**src/rtl/prob_mul_node_acc.sv**
```systemverilog
// Streaming product node: multiplies LANES custom-float lanes into per-lane accumulators
// over a programmable number of lines, emits the result on valid/ready and tracks its max exponent.
module prob_mul_node_acc #(
    parameter int unsigned LANES = 4,
    parameter int unsigned EW    = 8,
    parameter int unsigned MW    = 8,
    parameter int unsigned BIAS  = 127,
    parameter int unsigned LEN_W = 11
) (
    input  logic                       clk,
    input  logic                       rst,
    input  logic [1:0]                 mode,
    input  logic [LEN_W-1:0]           node_len_m1,
    input  logic [LANES*(EW+MW)-1:0]   interface_in,
    input  logic                       input_vld,
    output logic                       input_ready,
    output logic [LANES*(EW+MW)-1:0]   interface_out,
    output logic                       output_vld,
    input  logic                       output_ready,
    output logic [EW-1:0]              max_exponent,
    output logic                       max_exponent_vld,
    input  logic                       max_exponent_ready
);

    localparam int unsigned FW = EW + MW;
    localparam logic [FW-1:0] ONE     = {EW'(BIAS), {MW{1'b0}}};
    localparam logic [FW-1:0] SAT_VAL = {{(EW-1){1'b1}}, 1'b0, {MW{1'b1}}};
    localparam logic [EW:0]   E_SAT   = {1'b0, {EW{1'b1}}};

    typedef enum logic [1:0] {S_IDLE, S_ACC, S_HOLD} state_t;

    state_t                 state_q, state_d;
    logic [LANES*FW-1:0]    acc_q, prod;
    logic [LEN_W-1:0]       cnt_q, len_q, eff_len;
    logic [LEN_W:0]         cnt_inc;
    logic [EW-1:0]          res_max, mx_q;
    logic                   mx_vld_q, accept, out_hs, rd_hs;

    function automatic logic [FW-1:0] fmul(input logic [FW-1:0] a, input logic [FW-1:0] b);
        logic [EW-1:0]     ea, eb;
        logic [MW-1:0]     ma, mb, man;
        logic [2*MW+1:0]   p;
        logic [EW+1:0]     e;
        logic [FW-1:0]     r;
        ea  = a[FW-1:MW];
        eb  = b[FW-1:MW];
        ma  = a[MW-1:0];
        mb  = b[MW-1:0];
        p   = (2*MW+2)'({1'b1, ma}) * (2*MW+2)'({1'b1, mb});
        man = p[2*MW+1] ? p[2*MW:MW+1] : p[2*MW-1:MW];
        // Signed exponent held in two's complement; bit EW+1 is the sign.
        e   = {2'b00, ea} + {2'b00, eb} - (EW+2)'(BIAS) + {{(EW+1){1'b0}}, p[2*MW+1]};
        if (ea == '0 || eb == '0 || e[EW+1] || e == '0)
            r = '0;
        else if (e[EW:0] >= E_SAT)
            r = SAT_VAL;
        else
            r = {e[EW-1:0], man};
        return r;
    endfunction

    assign accept      = input_vld && input_ready;
    assign out_hs      = output_vld && output_ready;
    assign rd_hs       = max_exponent_ready && mx_vld_q;
    assign eff_len     = (mode == 2'b01) ? '0 : node_len_m1;
    assign cnt_inc     = {1'b0, cnt_q} + (LEN_W+1)'(1);

    assign input_ready      = (state_q != S_HOLD);
    assign output_vld       = (state_q == S_HOLD);
    assign interface_out    = (state_q == S_HOLD) ? acc_q : '0;
    assign max_exponent     = mx_q;
    assign max_exponent_vld = mx_vld_q;

    // In IDLE the first beat is multiplied by 1.0 so it passes through the same flush/saturate path.
    always_comb begin
        prod    = '0;
        res_max = '0;
        for (int unsigned k = 0; k < LANES; k++) begin
            prod[k*FW +: FW] = fmul((state_q == S_IDLE) ? ONE : acc_q[k*FW +: FW],
                                    interface_in[k*FW +: FW]);
            if (acc_q[k*FW+MW +: EW] > res_max)
                res_max = acc_q[k*FW+MW +: EW];
        end
    end

    always_comb begin
        state_d = state_q;
        case (state_q)
            S_IDLE: if (accept) state_d = (eff_len == '0) ? S_HOLD : S_ACC;
            S_ACC:  if (accept && cnt_inc == {1'b0, len_q}) state_d = S_HOLD;
            S_HOLD: if (output_ready) state_d = S_IDLE;
            default: state_d = S_IDLE;
        endcase
    end

    always_ff @(posedge clk or negedge rst) begin
        if (!rst) begin
            state_q <= S_IDLE;
            acc_q   <= {LANES{ONE}};
            cnt_q   <= '0;
            len_q   <= '0;
        end else begin
            state_q <= state_d;
            if (accept) begin
                acc_q <= prod;
                if (state_q == S_IDLE) begin
                    len_q <= eff_len;
                    cnt_q <= '0;
                end else begin
                    cnt_q <= cnt_inc[LEN_W-1:0];
                end
            end
        end
    end

    // A read coinciding with a new result consumes the old max, keeping only the new one.
    always_ff @(posedge clk or negedge rst) begin
        if (!rst) begin
            mx_q     <= '0;
            mx_vld_q <= 1'b0;
        end else if (out_hs) begin
            mx_q     <= (rd_hs || res_max > mx_q) ? res_max : mx_q;
            mx_vld_q <= 1'b1;
        end else if (rd_hs) begin
            mx_q     <= '0;
            mx_vld_q <= 1'b0;
        end
    end

endmodule
```
**config.mk**
```make
export PLATFORM = sky130hd
export DESIGN_NAME = prob_mul_node_acc
export DESIGN_NICKNAME = d
export VERILOG_FILES = /design/src/rtl/prob_mul_node_acc.sv
export SDC_FILE = /design/constraint.sdc
export NUM_CORES = 1
export LEC_CHECK = 0
export BUFFER_PORTS_ARGS = -buffer_cell sky130_fd_sc_hd__buf_2
export CAP_MARGIN = 20
export CORE_UTILIZATION = 55
export CTS_BUF_LIST = sky130_fd_sc_hd__clkbuf_8
export CTS_CLUSTER_SIZE = 12
export DETAILED_ROUTE_END_ITERATION = 16
export PLACE_DENSITY = 0.71
export SKIP_LAST_GASP = 1
export SLEW_MARGIN = 15
export SYNTH_ARGS = -nofsm -noshare
export SYNTH_HDL_FRONTEND = slang
export SYNTH_SLANG_ARGS = --single-unit
```
**constraint.sdc**
```tcl
create_clock -name clk -period 9.75 [get_ports clk]
set_clock_uncertainty 0.2 [all_clocks]
set_input_delay 0.975 -clock clk [delete_from_list [all_inputs] [get_ports clk]]
set_output_delay 0.975 -clock clk [all_outputs]
set_load 0.02 [all_outputs]
```
## Word level (Yosys, flattened, before mapping)

Index checks and enable logic that the tools add are counted.

- Flip-flop bits (word level): 97
- Output and inout port bits: 75

- Reductions and logical operators: 35
- Multiply operators: 4
- Add/subtract/negate cells: 13
- Magnitude comparators: 9
- Eq/ne operators: 9
- Muxes and demuxes: 33

Operators by type and width:

| operator | count |
|---|---|
| 16-bit two-way mux | 12 |
| 8-bit two-way mux | 11 |
| 9-bit by 9-bit multiplier with 18-bit output | 4 |
| 8-bit zero test | 8 |
| 64-bit two-way mux | 1 |
| 10-bit by 1-bit adder with 10-bit output | 4 |
| 10-bit zero test | 4 |
| 9-bit by 7-bit subtractor with 10-bit output (second input constant) | 4 |
| 8-bit by 8-bit adder with 9-bit output | 4 |
| 9-bit by 8-bit greater-or-equal comparator with 1-bit output (second input constant) | 4 |
| 8-bit greater-than comparator | 4 |
| 11-bit two-way mux | 2 |
| 1-bit logical OR | 13 |
| 11-bit by 1-bit adder with 12-bit output (second input constant) | 1 |
| 12-bit by 11-bit equality test with 1-bit output | 1 |
| 11-bit zero test | 1 |
| 8-bit by 1-bit greater-than comparator with 1-bit output (second input constant) | 1 |
| 2-bit two-way mux | 4 |
| 2-bit inequality test (second input constant) | 3 |
| 2-bit one-hot mux with 3 select lines | 1 |
| 2-bit by 1-bit equality test with 1-bit output (second input constant) | 2 |
| 1-bit logical AND | 4 |
| 2-bit by 1-bit inequality test with 1-bit output (second input constant) | 2 |
| 2-bit AND reduction | 2 |
| other kinds (5) | 6 |

## Depth between registers and ports, before layout

- Word-level depth: 12
- Gate-level depth with buffers: 41
- Mapped depth without buffers: 38

## Worst setup path before layout

Ideal clock, no wire load.

- Path type: register -> register
- Start point: register state_q[0]
- End point: register acc_q[2]
- Cell stages (with the launch flop): 38
- Data required time: 9.424 ns
- Path buffers: 7
- Path slack: 0.912 ns
- Arrival: 8.512 ns
- Cell sequence: dfrtp_1 -> buf_6 -> or2_2 -> clkbuf_1 -> clkbuf_1 -> clkbuf_1 -> and3_1 -> fa_1 -> fa_1 -> fa_1 -> inv_1 -> fa_1 -> inv_1 -> ha_1 -> buf_2 -> nand2_1 -> o21ai_0 -> a41oi_1 -> [2 not listed] -> mux2i_1 -> or2_1 -> buf_2 -> inv_4 -> ha_1 -> inv_1 -> ha_1 -> fa_1 -> a21o_1 -> a21oi_1 -> o21bai_1 -> a21oi_1 -> mux2_2 -> o221ai_1 -> o31ai_2 -> clkbuf_1 -> inv_1 -> a221o_1

- Longest elaborated chain between the ends: 8
- Elaborated cells between the ends (all ways): 17

Ends and longest elaborated chain:

| element | RTL line | RTL |
|---|---|---|
| start: declaration | 32 | `state_t state_q, state_d;` |
| start signal: assignment | 103 | `state_q <= state_d;` |
| branches (longest 8 deep; another with 9-bit by 9-bit multiplier with 18-bit output) | - |  |
| end signal: assignment | 99 | `acc_q <= {LANES{ONE}};` |
| end signal: assignment | 105 | `acc_q <= prod;` |
| end: declaration | 33 | `logic [LANES*FW-1:0] acc_q, prod;` |

Several ways; the timed one is not identified.
A chain may end at the register's enable or synchronous reset.

## Worst setup path after layout

- Start point: register state_q[0]
- End point: register acc_q[19]

The elaborated chain is that of the path after synthesis.

==> summary.md <==
| Metric | Value |
|---|---|
| Layout cell share with drive strength beyond 1 | 10.64% |
| Final Setup Violations | 0 |
| Worst endpoint required time | 9.83 ns |
| Root Driver | clkbuf_8 |
| Pre-Repair DR Iteration Count | 7 |
| Effective utilization at floorplan | 56.29% |
| CP max stage cell | fa_1 |
| Most frequent cells in the layout | inv_1 (375), nand2_1 (268), ha_1 (229), fa_1 (200), buf_2 (155) |
| Iteration-0 DRC Markers | 1116 |
| Slew @ Worst Pin | 0.9322 ns |
| Status | completed |
| Post-synth EDFFs | 0 |
| Total GRT Usage | ~28% |
| Clock latency on the worst-skew pair | 0.39 ns |
| Count of cell types in the netlist | 83 |
| Final WL | 45500 um |
| Final Worst Setup Slack | 0.6252 ns |
| HPWL Detailed | 36940 um |
| Average size of a mapped cell | 8.224 sq um |
| Core region area | 0.03278 sq mm |
| Clock buffer count from CTS | 9 |
| Post-synthesis register bit count | 97 |
| Vias in the first global route | 15601 |
| First-pass GRT wire length | 76730 um |
| Worst reg-to-reg path cell count | 32 |
| Cells after Synth | 2244 |
| GRT met2 Usage | 47.20% |
| Die H | 185.2 um |
| Fin nets | 2837 |
| Post-route DRC | 0 |
| Hold_buf cts | 0 |
| Crit path launch type | flop |
| I/O pins | roughly 160 |
| Longest Clk Path Bufs | 2 |
| CP peak stage delay | 0.55 ns |
| Max-cap viol count | 0 |
| Critical Path End Type | flop |
| Met3 Track Usage GR | 3.244% |
| Reg clk slew, reported paths | approximately 0.11 ns |
| Initial antenna violation count | 1 |
| Yosys warns | 0 |
| Post-Place Setup Slack | 0.5987 ns |
| Post-synthesis sequential area ratio | 13.34% |
| Residual antenna-violating net count after detailed routing | 0 |
| Fillers | 2995 |
| Die W | 185.2 um |
| Most common cell after layout, fill and taps aside | inv_1 |
| Max Slew Vio Count | 0 |
| CP Max Fanout | between 100 and 150 |
| Crit Path Category | reg -> reg |
| Total number of vias | 15695 |
| Clock period minus worst slack | 9.125 ns |
| TritonCTS Sinks | 97 |
| Layer with the highest usage | met2 |
| Synthesized Nets | roughly 2800 |
| Layout Area Growth over Synthesis | 6.882% |
| Setup TNS | 0 ns |
| Post-CTS Setup Repair Bufs | 0 |
| DR vias/cell | about 5.7 |
| GRT Residual Overflow | 0 |
| Worst reg-to-reg setup slack | 0.63 ns |
| Final number of hold-violating endpoints | 0 |
| Max_slew headroom | a little under two fifths |
| Largest net degree at the start of global routing | approximately 110 |
| Period utilization | between 90% and 100% |
| Gp weighted congestion | about 0.9 |
| Site Rows | 66 |
| Primary FF master, synth | dfrtp_1 |
| Met1 Use GR | 37.95% |
| WL/cell | about 16 um |
| FF-to-FF End | acc_q[19]$_DFFE_PN0P_ |
| Die area | around 0.034 sq mm |
| Fmax | 109.6 MHz |
| Worst EP arrival | between 9 and 10 ns |
| Synthesized area | 0.01845 sq mm |
| RR Startpoint | state_q[0]$_DFFE_PN0P_ |
| CTS resizes | 0 |
| RSZ-0062 raised after global routing | no |
| H-tree level count | 3 |
| CTS tree | done |
| Asr flop ratio synth | 100.0% |
| IO Port Bufs | 156 |
| Hold Crit Class | in -> async |
[Yosys cell counts (all sizes together), types with 6 or more instances]
| cell | n | area, sq um |
|---|---|---|
| o31ai | 15 | 131.4 |
| clkbuf | 83 | 311.6 |
| nor4 | 20 | 137.6 |
| and2 | 95 | 594.3 |
| nor2 | 94 | 352.8 |
| xor2 | 36 | 315.3 |
| a221o | 11 | 110.1 |
| buf | 13 | 86.33 |
| o21a | 13 | 97.59 |
| nand3 | 35 | 175.2 |
| or3 | 6 | 37.54 |
| nand4 | 16 | 100.1 |
| dfrtp | 69 | 1727 |
| a211oi | 11 | 82.58 |
| o311ai | 9 | 86.34 |
| mux2i | 21 | 210.2 |
| a21oi | 88 | 444.2 |
| nand2b | 32 | 200.2 |
| ha | 229 | 2865 |
| and3 | 118 | 738.2 |
| or2 | 9 | 56.31 |
| a22o | 13 | 113.9 |
| a31oi | 14 | 87.58 |
| inv | 377 | 1418 |
| o21ai | 118 | 594.3 |
| o21bai | 9 | 67.56 |
| dfstp | 28 | 735.7 |
| nand2 | 269 | 1010 |
| nor2b | 21 | 131.4 |
| fa | 200 | 4004 |
| a21o | 27 | 202.7 |
| nor3 | 23 | 115.1 |
| xnor2 | 38 | 359.1 |
| o211ai | 14 | 115.1 |
[cells by family (layout without fill, tap and decap cells)]
logic type | Yosys count | count (layout) | synth area share [%]
AND/OR/NAND/NOR | 760 | 760 | 20.77
XOR/XNOR | 74 | 74 | 3.655
buffers and inverters | 473 | 560 | 9.838
other | 0 | 2 | 0
adder cells (fa/ha/maj) | 429 | 429 | 37.22
AO/OA/AOI/OAI | 386 | 386 | 13.79
flip-flops | 97 | 97 | 13.34
multiplexers | 25 | 25 | 1.383
[worst max path at each step]
stage	startpoint	endpoint	slack [ns]	cells past startpoint
2_1_floorplan	state_q[0]$_DFFE_PN0P_	acc_q[2]$_DFFE_PN0P_	0.91	37
3_3_place_gp	state_q[0]$_DFFE_PN0P_	acc_q[19]$_DFFE_PN0P_	0.88	32
3_5_place_dp	state_q[0]$_DFFE_PN0P_	acc_q[19]$_DFFE_PN0P_	0.60	32
4_1_cts	state_q[0]$_DFFE_PN0P_	acc_q[19]$_DFFE_PN0P_	0.57	32
5_1_grt	state_q[1]$_DFFE_PN0P_	acc_q[19]$_DFFE_PN0P_	0.01	32
6_report	state_q[0]$_DFFE_PN0P_	acc_q[19]$_DFFE_PN0P_	0.63	32
[through the flow]
| step | area (sq um) | utilization (%) | std cells | hold slack, ns |
|---|---|---|---|---|
| detailed placement | 19480 | 59.43 | 2756 | 0.2835 |
| finish | 19720 | 60.16 | 2775 | 0.2642 |
| CTS | 19690 | 60.07 | 2772 | 0.2539 |
| floorplan | 18450 | - | 2244 | 0.2601 |
| global route | 19720 | 60.16 | 2774 | 0.2667 |
| global placement | 19480 | 59.43 | 2756 | 0.2820 |
[critical path: cells and delay by family (launching register included)]
family	cells	cell delay [ns]
adder cells (fa/ha/maj)	8	3.29
AO/OA/AOI/OAI	10	2.42
AND/OR/NAND/NOR	6	1.37
buffers and inverters	6	0.68
XOR/XNOR	2	0.61
flip-flops	1	0.36
[routing by layer]
layer	wire length, um	share of wire (%)	vias to the layer above
met5	0	0	-
met4	971	2.1	0
met3	2467	5.4	64
met2	21400	47	432
met1	20660	45	7612
li1	-	-	7587
[final cells by class]
| class | instances | area, sq um | area share (%) |
|---|---|---|---|
| antenna | 2 | 5.005 | 0.02537 |
| clock buffer | 9 | 123.9 | 0.6280 |
| clock inverter | 7 | 85.08 | 0.4314 |
| inverter | 377 | 1418 | 7.187 |
| multi-input combinational | 1674 | 14200 | 71.99 |
| sequential | 97 | 2462 | 12.48 |
| tap | 442 | 553.0 | 2.804 |
| timing repair buffer | 167 | 878.3 | 4.453 |
[flip-flops by register name, summed over array words and instances (netlist names)]
register / cells
state_q: 2
max_exponent: 8
max_exponent_vld: 1
cnt_q: 11
acc_q: 64
len_q: 11
Power is left out: the tool's default activity adds up to more than one toggle a clock period on the data nets, which glitch-free logic cannot reach.
